### config.mk
export PLATFORM = sky130hd
export DESIGN_NAME = simon_round_sequencer
export DESIGN_NICKNAME = d
export VERILOG_FILES = /design/src/rtl/simon_pkg.sv /design/src/rtl/simon_timeout_timer.sv /design/src/rtl/simon_round_sequencer.sv
export SDC_FILE = /design/constraint.sdc
export NUM_CORES = 1
export LEC_CHECK = 0
export CORE_ASPECT_RATIO = 1.4
export CORE_MARGIN = 2
export CORE_UTILIZATION = 55
export CTS_CLUSTER_SIZE = 24
export DETAILED_ROUTE_END_ITERATION = 10
export DONT_BUFFER_PORTS = 1
export PLACE_DENSITY_LB_ADDON = 0.1
export SETUP_SLACK_MARGIN = 0.4
export SLEW_MARGIN = 0
export SYNTH_ARGS = -nofsm -noshare
export SYNTH_HDL_FRONTEND = slang
export SYNTH_SLANG_ARGS = --single-unit
export TNS_END_PERCENT = 30
### constraint.sdc
create_clock -name clk -period 2.29 [get_ports clk]
set_clock_uncertainty 0.05 [all_clocks]
set_input_delay 0.229 -clock clk [delete_from_list [all_inputs] [get_ports clk]]
set_output_delay 0.229 -clock clk [all_outputs]
set_load 0.02 [all_outputs]
### src/rtl/simon_pkg.sv
// Shared definitions for the Simon Says round sequencer: state encoding,
// debug codes shown on the status pins, and the round index width.
package simon_pkg;

  localparam int ROUND_W = 4;

  typedef enum logic [2:0] {
    S_IDLE  = 3'd0,
    S_GEN   = 3'd1,
    S_DISP  = 3'd2,
    S_WAIT  = 3'd3,
    S_CHECK = 3'd4,
    S_WIN   = 3'd5,
    S_LOSE  = 3'd6
  } state_t;

  localparam logic [1:0] DBG_OTHER = 2'b00;
  localparam logic [1:0] DBG_DISP  = 2'b01;
  localparam logic [1:0] DBG_WAIT  = 2'b10;
  localparam logic [1:0] DBG_CHECK = 2'b11;

  // Only the three player-visible phases get their own code; everything else reads as 00.
  function automatic logic [1:0] dbg_code(input state_t s);
    case (s)
      S_DISP:  dbg_code = DBG_DISP;
      S_WAIT:  dbg_code = DBG_WAIT;
      S_CHECK: dbg_code = DBG_CHECK;
      default: dbg_code = DBG_OTHER;
    endcase
  endfunction

endpackage

### src/rtl/simon_timeout_timer.sv
// Player input timeout: counts cycles while enabled and flags the last allowed
// cycle so the sequencer can force a loss on that same edge.
module simon_timeout_timer #(
  parameter int unsigned         TO_W           = 24,
  parameter logic [TO_W-1:0]     TIMEOUT_CYCLES = 24'd1_000_000
) (
  input  logic clk,
  input  logic reset,
  input  logic i_clr,
  input  logic i_en,
  output logic o_expire
);

  localparam logic [TO_W-1:0] LAST = TIMEOUT_CYCLES - TO_W'(1);

  logic [TO_W-1:0] r_cnt;

  // Saturates at all-ones so a stalled enable can never wrap back to a live value.
  always_ff @(posedge clk) begin
    if (reset || i_clr) begin
      r_cnt <= '0;
    end else if (i_en && (r_cnt != '1)) begin
      r_cnt <= r_cnt + TO_W'(1);
    end
  end

  assign o_expire = i_en && (r_cnt == LAST);

endmodule

### src/rtl/simon_round_sequencer.sv
// Central Simon Says game FSM: sequences generate/display/wait/check phases via
// go/done pulse handshakes, owns the round counter and reports win/lose.
module simon_round_sequencer
  import simon_pkg::*;
#(
  parameter int unsigned     MAX_ROUNDS     = 16,
  parameter int unsigned     TO_W           = 24,
  parameter logic [TO_W-1:0] TIMEOUT_CYCLES = 24'd1_000_000
) (
  input  logic               clk,
  input  logic               reset,
  input  logic               i_start,
  input  logic               i_gen_done,
  input  logic               i_disp_done,
  input  logic               i_wait_done,
  input  logic               i_check_done,
  input  logic               i_check_ok,
  output logic               o_gen_go,
  output logic               o_disp_go,
  output logic               o_wait_go,
  output logic               o_check_go,
  output logic               o_phase_clr,
  output logic [ROUND_W-1:0] o_round,
  output logic [1:0]         o_state_dbg,
  output logic               o_game_win,
  output logic               o_game_lose
);

  localparam logic [ROUND_W-1:0] LAST_ROUND = ROUND_W'(MAX_ROUNDS - 1);

  state_t               r_state, w_next_state;
  logic [ROUND_W-1:0]   r_round, w_next_round;
  logic                 r_start_q;
  logic                 r_gen_go, r_disp_go, r_wait_go, r_check_go, r_phase_clr;
  logic [1:0]           r_state_dbg;
  logic                 r_win, r_lose;
  logic                 w_gen_go, w_disp_go, w_wait_go, w_check_go, w_phase_clr;
  logic                 w_start_rise, w_expire;

  assign w_start_rise = i_start & ~r_start_q;

  simon_timeout_timer #(
    .TO_W          (TO_W),
    .TIMEOUT_CYCLES(TIMEOUT_CYCLES)
  ) u_timer (
    .clk     (clk),
    .reset   (reset),
    .i_clr   (r_state != S_WAIT),
    .i_en    (r_state == S_WAIT),
    .o_expire(w_expire)
  );

  always_comb begin
    w_next_state = r_state;
    w_next_round = r_round;
    w_gen_go     = 1'b0;
    w_disp_go    = 1'b0;
    w_wait_go    = 1'b0;
    w_check_go   = 1'b0;
    w_phase_clr  = 1'b0;
    case (r_state)
      S_IDLE, S_WIN, S_LOSE: begin
        if (w_start_rise) begin
          w_next_state = S_GEN;
          w_next_round = '0;
          w_gen_go     = 1'b1;
          w_phase_clr  = 1'b1;
        end
      end
      S_GEN: begin
        if (i_gen_done) begin
          w_next_state = S_DISP;
          w_disp_go    = 1'b1;
        end
      end
      S_DISP: begin
        if (i_disp_done) begin
          w_next_state = S_WAIT;
          w_wait_go    = 1'b1;
        end
      end
      S_WAIT: begin
        // A completed entry on the last allowed cycle still counts.
        if (i_wait_done) begin
          w_next_state = S_CHECK;
          w_check_go   = 1'b1;
        end else if (w_expire) begin
          w_next_state = S_LOSE;
        end
      end
      S_CHECK: begin
        if (i_check_done) begin
          if (!i_check_ok) begin
            w_next_state = S_LOSE;
          end else if (r_round == LAST_ROUND) begin
            w_next_state = S_WIN;
          end else begin
            w_next_state = S_DISP;
            w_next_round = r_round + ROUND_W'(1);
            w_disp_go    = 1'b1;
            w_phase_clr  = 1'b1;
          end
        end
      end
      default: w_next_state = S_IDLE;
    endcase
  end

  // Status outputs decode the next state so they line up with the go pulses.
  always_ff @(posedge clk) begin
    if (reset) begin
      r_state     <= S_IDLE;
      r_round     <= '0;
      r_start_q   <= 1'b0;
      r_gen_go    <= 1'b0;
      r_disp_go   <= 1'b0;
      r_wait_go   <= 1'b0;
      r_check_go  <= 1'b0;
      r_phase_clr <= 1'b0;
      r_state_dbg <= DBG_OTHER;
      r_win       <= 1'b0;
      r_lose      <= 1'b0;
    end else begin
      r_state     <= w_next_state;
      r_round     <= w_next_round;
      r_start_q   <= i_start;
      r_gen_go    <= w_gen_go;
      r_disp_go   <= w_disp_go;
      r_wait_go   <= w_wait_go;
      r_check_go  <= w_check_go;
      r_phase_clr <= w_phase_clr;
      r_state_dbg <= dbg_code(w_next_state);
      r_win       <= (w_next_state == S_WIN);
      r_lose      <= (w_next_state == S_LOSE);
    end
  end

  assign o_gen_go    = r_gen_go;
  assign o_disp_go   = r_disp_go;
  assign o_wait_go   = r_wait_go;
  assign o_check_go  = r_check_go;
  assign o_phase_clr = r_phase_clr;
  assign o_round     = r_round;
  assign o_state_dbg = r_state_dbg;
  assign o_game_win  = r_win;
  assign o_game_lose = r_lose;

endmodule

## Word level (Yosys, flattened, before mapping)

Cells that the tools add are included.
Widths: inputs -> output; s select.

| storage, ports and cells | value |
|---|---|
| logic and storage cells | 72 |
| output and inout bits | 13 |
| flip-flop bits (word level) | 41 |
| input port bits | 8 |

| cells by class | value |
|---|---|
| $add $sub $neg | 2 |
| eq/ne operators | 19 |
| bitwise operators | 5 |
| reduce and logical (&&, ||, !) cells | 10 |
| muxes and demuxes | 24 |

Operators with widths:

| operator | count |
|---|---|
| $add 24x1->24 const B | 1 |
| $eq 24x20->1 const B | 1 |
| $mux 3 | 8 |
| $ne 24x24->1 const B | 1 |
| $eq 3x3->1 const B | 6 |
| $mux 4 | 4 |
| $pmux 3 s5 | 1 |
| $eq 3x2->1 const B | 4 |
| $ne 2x2->1 const B | 4 |
| $pmux 4 s2 | 1 |
| $mux 1 | 7 |
| $pmux 2 s3 | 1 |
| $reduce_or 2->1 | 3 |
| $reduce_and 5->1 | 1 |
| $add 4x1->4 const B | 1 |
| $eq 4x4->1 const B | 1 |
| $not 1->1 | 4 |
| $pmux 1 s2 | 2 |
| $eq 3x1->1 const B | 1 |
| $logic_not 3->1 | 1 |
| $ne 3x2->1 const B | 1 |
| $reduce_or 3->1 | 1 |
| $logic_and 1x1->1 | 2 |
| $reduce_bool 2->1 | 1 |
| 2 further kinds | 2 |

## Depth between registers and ports, before layout

Gate-level depths: netlist (run 1).

| depth | value |
|---|---|
| word-level depth | 7 |
| gate-level depth with buffers | 8 |
| depth with buffers taken out | 6 |

## Hierarchy

From an unflattened synthesis (run 1), not the netlist that was laid out.

| unflattened totals | value |
|---|---|
| cells, all modules | 234 |
| area total of the unflattened synthesis | 2138.3 sq um |

Modules (own cells, without submodules):

| module | area each (sq um) | sequential area each (sq um) | times used | cells an instance |
|---|---|---|---|---|
| simon_timeout_timer | 1265.0 | 480.5 | 1 | 144 |
| simon_round_sequencer | 873.3 | 340.3 | 1 | 90 |

## Least setup slack after synthesis (run 1)

OpenSTA, ideal clock, no wires.

| timing path | value |
|---|---|
| path type | reg-to-reg |
| start | register r_round[0], in the netlist o_round[0] |
| end | register r_state_dbg[1], in the netlist o_state_dbg[1] |
| data required time | 2.119 ns |
| setup slack | 0.229 ns |
| path buffers | 0 |
| data arrival time | 1.891 ns |
| library setup time | 0.121 ns |
| cell stages (with the launch flop) | 7 |
| clock period less this slack | 2.061 ns |
| cell sequence | dfxtp_1 > ha_1 > and3_1 > or3_1 > a32o_1 > o211a_1 > mux2_2 |

| between the ends | value |
|---|---|
| word-level cells in the longest chain between the ends | 7 |
| elaborated cells on any way between the ends | 9 |
| those cells by class | 4 x eq/ne; 5 x mux |

RTL lines:

| what | RTL line | source |
|---|---|---|
| start: declaration | simon_round_sequencer.sv:32 | `logic [ROUND_W-1:0] r_round, w_next_round;` |
| start signal: assignment | simon_round_sequencer.sv:125 | `r_round <= w_next_round;` |
| $eq 4x4->1 * | simon_round_sequencer.sv:95 | `end else if (r_round == LAST_ROUND) begin` |
| $mux 3 * | simon_round_sequencer.sv:95 |  |
| $mux 3 * | simon_round_sequencer.sv:93 | `if (!i_check_ok) begin` |
| $mux 3 * | simon_round_sequencer.sv:92 | `if (i_check_done) begin` |
| $pmux 3 s5 * | simon_round_sequencer.sv:61 | `case (r_state)` |
| $eq 3x3->1 or $eq 3x2->1 (tied branches) | simon_pkg.sv:24 | `case (s)` |
| $pmux 2 s3 * | simon_pkg.sv:24 |  |
| end signal: assignment | simon_round_sequencer.sv:132 | `r_state_dbg <= dbg_code(w_next_state);` |
| end: declaration | simon_round_sequencer.sv:35 | `logic [1:0] r_state_dbg;` |

Mark *: on every way between the ends. The rest lies on a longest branch, timed or not.
A chain may end at the register's enable or synchronous reset.

## Worst setup path after layout (run 1)

Same ends and word-level chain as after synthesis.

==> impl_summary.txt, run 1 <==
----------------------------------------------------
[Synthesis]
  Number of cells produced by synthesis ... 240
  Number of enable-type register cells in the synthesized netlist ... 0
  Simple-Gate Fraction of Synth Area ... between 30% and 40%
  Adder-cell share of the synthesized area ... 1.20%
  Syn. warnings ... 0
  Proportion of synthesized chip area in sequential cells ... 39.3%
  Multiplexer share of the synthesized area ... 1.50%
  Netlist area before placement ... around 2100 µm²
  Dominant combinational cell family by area after synthesis ... simple AND/OR/NAND/NOR gates
  Number of different library cells in the post-synthesis netlist ... 48
  Primary FF master, synth ... dfxtp_1
  Total nets after synthesis ... 250
  Share of synthesized registers carrying an async set or reset ... 0%
  Post-synthesis compound-gate area fraction ... roughly 16%
  Flip-flop and latch count after synthesis ... 41
  Syn Area/Cell ... 8.71 µm²
  XOR/XNOR Fraction of Synth Area ... under 10%

[Layout]
  Most common library cell in the layout ignoring fill and taps ... dfxtp_1
  Post-layout util ... 65.0%
  Number of antenna cells inserted ... 0
  Number of fill cells ... around 320
  Highest-count cells in the layout ignoring fill and taps ... dfxtp_1, nor2_1, nand2_1
  Post-layout net count ... roughly 260
  Layout Cell Area excl Fill ... ~2400 µm²
  Layout overhead on the synthesized area ... 13.4%
  Share of cells above drive strength 1 ... between 10% and 20%

[Placement]
  Last weighted congestion value of the routability-driven placer ... ~0.9
  Half-perimeter wire length of the detailed placement result ... 3.28 mm
  Placed inst area ... around 2100 µm²
  Count of port buffers added during placement ... 0

[Drt]
  Routed wire length ... between 4 and 5 mm
  WL per Instance ... 16.0 µm
  Vias after detailed routing ... about 1.8k
  Iteration-0 DRC count of the detailed router ... 73
  Number of DRC violations after detailed routing ... 0
  Via-to-Cell Ratio ... approximately 6.2
  Routed Antenna Nets ... 0
  Number of iterations in the first detailed-routing pass ... 4

[Status]
  Result of the run ... finished clean

[Power and ir drop]
  Internal cell power ... 1.09 mW
  Pwr/cell area ... just under 600 nW/µm²
  Static Leak ... ~0.86 nW
  Clock power frac ... 39.9%
  Switching Fraction ... a little over a fifth
  Peak VDD IR ... approximately 450 µV
  Register share of total power ... a little over half
  Sum of internal, switching and leakage power ... around 1.4 mW
  Share of power burned in combinational logic ... about 6.3%
  Net Sw Power ... a little over 300 µW

[Global routing]
  Total track usage ... between 20% and 30%
  Largest net degree at the start of global routing ... 17
  Residual overflow from global routing ... 0
  Wire length of the first global-routing pass ... approximately 7.5 mm
  Antenna violations before repair ... 0
  Via count of the first global-routing pass ... ~1.7k

[Worst setup path]
  Cell Chain, Critical Path ... ha_4 > and3_4 > or3_1 > a32o_2 > o211a_1 > mux2_4
  Slowest CP cell ... dfxtp_4
  Critical path launch point ... o_round[0]$_SDFFE_PP0P_
  Arrival time at the worst endpoint ... around 2100 ps
  Kind of start point of the critical path ... register
  Start-to-end type of the worst setup path ... reg -> reg
  Crit end category ... register
  Required arrival time at the worst endpoint ... between 2000 and 2500 ps
  Max stage delay on crit path ... 390 ps
  Startpoint of the worst-slack reg-to-reg timing path ... o_round[0]$_SDFFE_PP0P_
  Critical path peak fanout ... 4

[CTS]
  Clk pin slew, worst setup/hold paths ... approximately 80 ps
  Clock latency reported for the late side of the worst-skew pair ... slightly below 300 ps
  Clock root cell ... clkbuf_8
  TritonCTS buffer count ... 5
  TritonCTS clock tree ... done
  CTS Sinks ... about 40
  Maximum count of clock buffers along a single path ... 2
  Number of H-tree levels ... 2

[STA]
  Relative max-transition margin ... about 61%
  Period minus WS final ... about 2000 ps
  Max Transition Viols Final ... 0
  Fmax ... a little over 500 MHz
  Transition time at the pin with the least slew margin ... 589 ps
  Unrepaired setup endpoints after global routing ... yes
  Final total negative setup slack ... 0 ps
  Final setup violating endpoints ... 0
  Portion of the clock cycle consumed by the worst path in the final layout ... between 80% and 90%
  Number of failing hold endpoints at the final stage ... 0

[Floorplanning]
  Vertical extent of the die ... roughly 77 µm
  Floorplan core area ... roughly 3600 µm²
  Die footprint ... ~4300 µm²
  Die width ... ~56 µm
  Number of top-level design ports ... 21
  Initial Util ... ~57%
  Row count ... 26

[Run]
  Maximum Capacitance Violations ... 0

[Hold path]
  Path type of the worst min-delay path ... in -> reg
  Source of the worst hold timing path ... i_wait_done

----------------------------------------------------
[logic make-up after synthesis]
group	count (synthesis)
buffers and inverters	15
muxes	3
DFF	41
AOI/OAI and AO/OA	46
and+or+nand+nor	121
xor gates and xnor gates	12
adders and majority gates	2
[flip-flops by register name, summed over array words and instances, names as in the netlist]
name / count
o_game_win: 1
o_state_dbg: 2
r_state: 3
r_start_q: 1
o_disp_go: 1
o_gen_go: 1
o_game_lose: 1
o_wait_go: 1
o_round: 4
o_check_go: 1
o_phase_clr: 1
u_timer.r_cnt: 24
[cells in the mapped netlist, types with 4 or more instances]
cell | instances | area, µm²
and2_1 | 7 | 43.8
a21oi_1 | 13 | 65.1
and4_1 | 4 | 35.0
buf_2 | 6 | 30.0
nand3_1 | 9 | 45.0
dfxtp_1 | 41 | 821
or3_1 | 7 | 43.8
nand3b_1 | 4 | 30.0
nor2b_1 | 5 | 31.3
nor4_1 | 4 | 25.0
nand4_1 | 9 | 56.3
o21ai_0 | 9 | 45.0
nand2_1 | 20 | 75.1
xnor2_1 | 9 | 78.8
and3_1 | 7 | 43.8
nor2_1 | 23 | 86.3
a31oi_1 | 6 | 37.5
nor3_1 | 6 | 30.0
[per-stage QoR]
step                worst slack [ps]  hold WS, ps  instances
global placement                 363          242        272
global route                     275         37.0        292
finish                           326         34.1        292
detailed placement               302          243        272
CTS                              339        -74.6        285
floorplan                        383          261        240
[power by group through the flow]
stage	Combinational [mW]	Clock [mW]	Sequential, mW
3_5_place_dp	0.0672	0	0.766
4_1_cts	0.0732	0.576	0.750
2_1_floorplan	0.0663	0	0.756
6_report	0.0880	0.557	0.750
3_3_place_gp	0.0657	0	0.765
5_1_grt	0.0970	0.600	0.752
[final cells by class]
| type | count | area [µm²] | share of cell area [%] |
|---|---|---|---|
| Clock inverter | 2 | 35.0 | 1.48 |
| Inverter | 2 | 7.51 | 0.317 |
| Sequential cell | 41 | 832 | 35.1 |
| Multi-Input combinational cell | 184 | 1250 | 52.6 |
| Timing Repair Buffer | 15 | 123 | 5.18 |
| Clock buffer | 6 | 72.6 | 3.06 |
| Tap cell | 42 | 52.6 | 2.22 |
[routing by layer]
| metal | routed length [µm] | vias to the layer above | global-route usage [%] |
|---|---|---|---|
| met1 | 1880 | 873 | 22.4 |
| li1 | - | 894 | - |
| met4 | 146 | 0 | 11.2 |
| met2 | 2480 | 45 | 38.8 |
| met3 | 173 | 11 | 4.89 |
| met5 | 0 | - | 0 |
[critical path, delay by kind of cell (launching register included)]
family          cells  cell delay [ps]
mux                 1              250
flops               1              390
fa+ha+maj           1              160
simple gates        2              490
compound gates      2              510
[path summary, 6_finish.rpt]
| kind | to | cells after the start | slack [ps] |
|---|---|---|---|
| max | o_state_dbg[1]$_SDFF_PP0_ | 6 | 330 |
| min | o_check_go$_SDFF_PP0_ | 1 | 30 |
| max reg2reg | o_state_dbg[1]$_SDFF_PP0_ | 6 | 330 |
| min reg2reg | u_timer.r_cnt[19]$_SDFFE_PP0P_ | 2 | 440 |
[timing repair]
item	CTS	global route
resized for setup	4	12
buffers inserted	2	6
cloned	0	0
endpoints found under the setup margin	11	21
pin swaps	1	4
endpoints found under the hold margin	11	8
hold buffers	3	1
Note: power is estimated with default switching activity, not from simulation.
==> run 2, diff against run 1 <==
--- a/config.mk
+++ b/config.mk
@@ -5,6 +5,7 @@
 export SDC_FILE = /design/constraint.sdc
 export NUM_CORES = 1
 export LEC_CHECK = 0
+export ABC_AREA = 1
 export CORE_ASPECT_RATIO = 1.4
 export CORE_MARGIN = 2
 export CORE_UTILIZATION = 55
==> impl_summary.txt, run 2 <==
----------------------------------------------------
[Worst setup path]
  Cell Chain, Critical Path ... ha_4 > nand3_2 > inv_2 > nand2_2 > nor2_4 > nand2_2 > nand2_8 > buf_4 > or2_2 > a21oi_2
  Start-to-end type of the worst setup path ... reg -> reg
  Required arrival time at the worst endpoint ... 2460 ps
  Most Frequent Cell on Critical Path ... nand2_2
  Crit end category ... register
  Register-to-register path setup slack ... 510 ps
  Critical path peak fanout ... 8
  Slowest CP cell ... dfxtp_4
  Count of buffer and inverter cells on the critical path ... 2
  Max stage delay on crit path ... 380 ps
  Kind of start point of the critical path ... register
  Kind of cell adding the most delay to the critical path ... simple AND/OR/NAND/NOR gates
  Arrival time at the worst endpoint ... slightly below 2000 ps

[Layout]
  Number of fill cells ... 414
  Most common library cell in the layout ignoring fill and taps ... nand2_1
  Number of antenna cells inserted ... 0
  Post-layout net count ... 384
  Highest-count cells in the layout ignoring fill and taps ... nand2_1, nor2_1, dfxtp_1
  Layout overhead on the synthesized area ... 9.93%
  Max reg flops ... 24
  Largest Register ... u_timer.r_cnt
  Post-layout util ... roughly 62%
  Share of cells above drive strength 1 ... between 10% and 20%

[Synthesis]
  Number of enable-type register cells in the synthesized netlist ... 0
  XOR/XNOR Fraction of Synth Area ... approximately 4.5%
  Simple-Gate Fraction of Synth Area ... 41.1%
  Primary FF master, synth ... dfxtp_1
  Post-synthesis compound-gate area fraction ... around a tenth
  Netlist area before placement ... 2340 µm²
  Adder-cell share of the synthesized area ... under 10%
  Area contributors post-synth ... dfxtp_1, nand2_1, nor2_1, inv_1, a21oi_1
  Most repeated cell in the gate-level netlist after synthesis ... nand2_1
  Syn Area/Cell ... 6.42 µm²
  Dominant combinational cell family by area after synthesis ... simple AND/OR/NAND/NOR gates
  Library cell with the largest summed area after synthesis ... dfxtp_1
  Multiplexer share of the synthesized area ... 0%
  Leading post-synthesis cells by instance count ... nand2_1, nor2_1, dfxtp_1
  Total nets after synthesis ... approximately 380
  Number of different library cells in the post-synthesis netlist ... 29
  Syn. warnings ... 0
  Fraction of post-synthesis cell area in the top cell type by area ... between 30% and 40%
  Proportion of synthesized chip area in sequential cells ... roughly a third
  Number of cells produced by synthesis ... approximately 370
  Share of synthesized registers carrying an async set or reset ... 0%
  Flip-flop and latch count after synthesis ... a little over 40

[Hold path]
  Path type of the worst min-delay path ... in -> reg

[CTS]
  CTS Sinks ... 41
  TritonCTS clock tree ... done
  Clock root cell ... clkbuf_8
  TritonCTS buffer count ... 5
  Number of H-tree levels ... 2
  Clk pin slew, worst setup/hold paths ... approximately 80 ps
  Clock latency reported for the late side of the worst-skew pair ... around 300 ps
  Maximum count of clock buffers along a single path ... 2

[Floorplanning]
  Die footprint ... 4810 µm²
  Number of top-level design ports ... 21
  Die width ... slightly below 60 µm
  Initial Util ... ~56%
  Row count ... 28
  Floorplan core area ... roughly 4200 µm²
  Vertical extent of the die ... approximately 81 µm

[STA]
  Final total negative setup slack ... 0 ps
  Portion of the clock cycle consumed by the worst path in the final layout ... 77.7%
  Relative max-transition margin ... approximately two fifths
  Fmax ... about 560 MHz
  Final setup violating endpoints ... 0
  Max Transition Viols Final ... 0
  Period minus WS final ... around 1800 ps
  Number of failing hold endpoints at the final stage ... 0
  Unrepaired setup endpoints after global routing ... yes
  Transition time at the pin with the least slew margin ... 874 ps

[Global routing]
  Wire length of the first global-routing pass ... approximately 9.3 mm
  Largest net degree at the start of global routing ... 24
  Antenna violations before repair ... 0
  Total track usage ... 25.4%
  Residual overflow from global routing ... 0
  Via count of the first global-routing pass ... between 2k and 2.5k

[Drt]
  Number of iterations in the first detailed-routing pass ... 4
  Via-to-Cell Ratio ... between 5 and 6
  Routed wire length ... 5.61 mm
  Routed Antenna Nets ... 0
  WL per Instance ... about 13 µm
  Iteration-0 DRC count of the detailed router ... 94
  Number of DRC violations after detailed routing ... 0
  Vias after detailed routing ... ~2.2k

[Placement]
  Last weighted congestion value of the routability-driven placer ... 0.997
  Count of port buffers added during placement ... 0
  Half-perimeter wire length of the detailed placement result ... ~4.2 mm

[Power and ir drop]
  Pwr/cell area ... between 500 and 600 nW/µm²
  Peak VDD IR ... 499 µV
  Static Leak ... slightly above 1 nW

[Status]
  Result of the run ... finished clean

[Run]
  Maximum Capacitance Violations ... 0

----------------------------------------------------
run 2: changes by cell type in the layout (fill, tap and decap cells not counted), sizes merged, moves of 7 or more:
cell	previous run	this run
nand2	20	118
nand3	10	18
xnor2	9	2
a21oi	13	29
a31oi	7	0
or3	7	0
and2	7	0
nor2	23	63
inv	2	38
xor2	3	10
run 2: through the flow:
| stage | hold slack, ps | setup WS [ps] | area [µm²] | total power [mW] | std cells |
|---|---|---|---|---|---|
| after global placement | 253 | 307 | 2360 | 0.853 | 406 |
| after detailed placement | 256 | 208 | 2360 | 0.854 | 406 |
| after global routing | 66.6 | 395 | 2580 | 1.50 | 420 |
| final | 53.7 | 512 | 2580 | 1.44 | 420 |
| after floorplan | 304 | 533 | 2340 | 0.839 | 365 |
| after CTS | 39.9 | 416 | 2510 | 1.45 | 416 |
run 2: worst min-delay path, stage by stage:
cell,delay [ps]
nor2_1,40
nand2_1,60
nor2_1,30
run 2: cells by family after synthesis:
family / Yosys count
AOI/OAI and AO/OA: 39
xor gates and xnor gates: 12
adders and majority gates: 2
buffers and inverters: 45
DFF: 41
and+or+nand+nor: 226
run 2: final cells by class:
| cell class | count | area [µm²] | share of cell area, % |
|---|---|---|---|
| tap | 45 | 56.3 | 2.18 |
| timing repair buffer | 9 | 76.3 | 2.96 |
| clock buffer | 6 | 72.6 | 2.82 |
| clock inverter | 2 | 38.8 | 1.50 |
| sequential | 41 | 828 | 32.1 |
| multi-input combinational | 279 | 1360 | 52.8 |
| inverter | 38 | 145 | 5.63 |
run 2: path summary, 6_finish.rpt:
kind / startpoint / to / depth (start not counted)
max: u_timer.r_cnt[0]$_SDFFE_PP0P_ / u_timer.r_cnt[0]$_SDFFE_PP0P_ / 10
max reg2reg: u_timer.r_cnt[0]$_SDFFE_PP0P_ / u_timer.r_cnt[0]$_SDFFE_PP0P_ / 10
min reg2reg: u_timer.r_cnt[8]$_SDFFE_PP0P_ / u_timer.r_cnt[8]$_SDFFE_PP0P_ / 2
min: reset / u_timer.r_cnt[3]$_SDFFE_PP0P_ / 3
run 2: what timing repair did:
item | in CTS | in global routing
setup buffers | 0 | 4
setup endpoints to repair | 23 | 26
endpoints found under the hold margin | 8 | 0
resized for setup | 6 | 10
pin swaps | 0 | 2
hold buffers | 2 | 0
run 2: metal layers:
metal,track usage [%],up-vias,wire [µm]
met1,24.7,1016,2190
met2,49.7,33,3170
met4,10.9,0,109
met5,0,-,0
li1,-,1167,-
met3,5.10,12,138
run 2: where the power goes:
group          internal (mW)  leakage [nW]  switching (mW)
Combinational         0.0314         0.635          0.0638
Sequential             0.727         0.334          0.0232
Clock                  0.327        0.0554           0.264
Total                   1.09          1.02           0.351
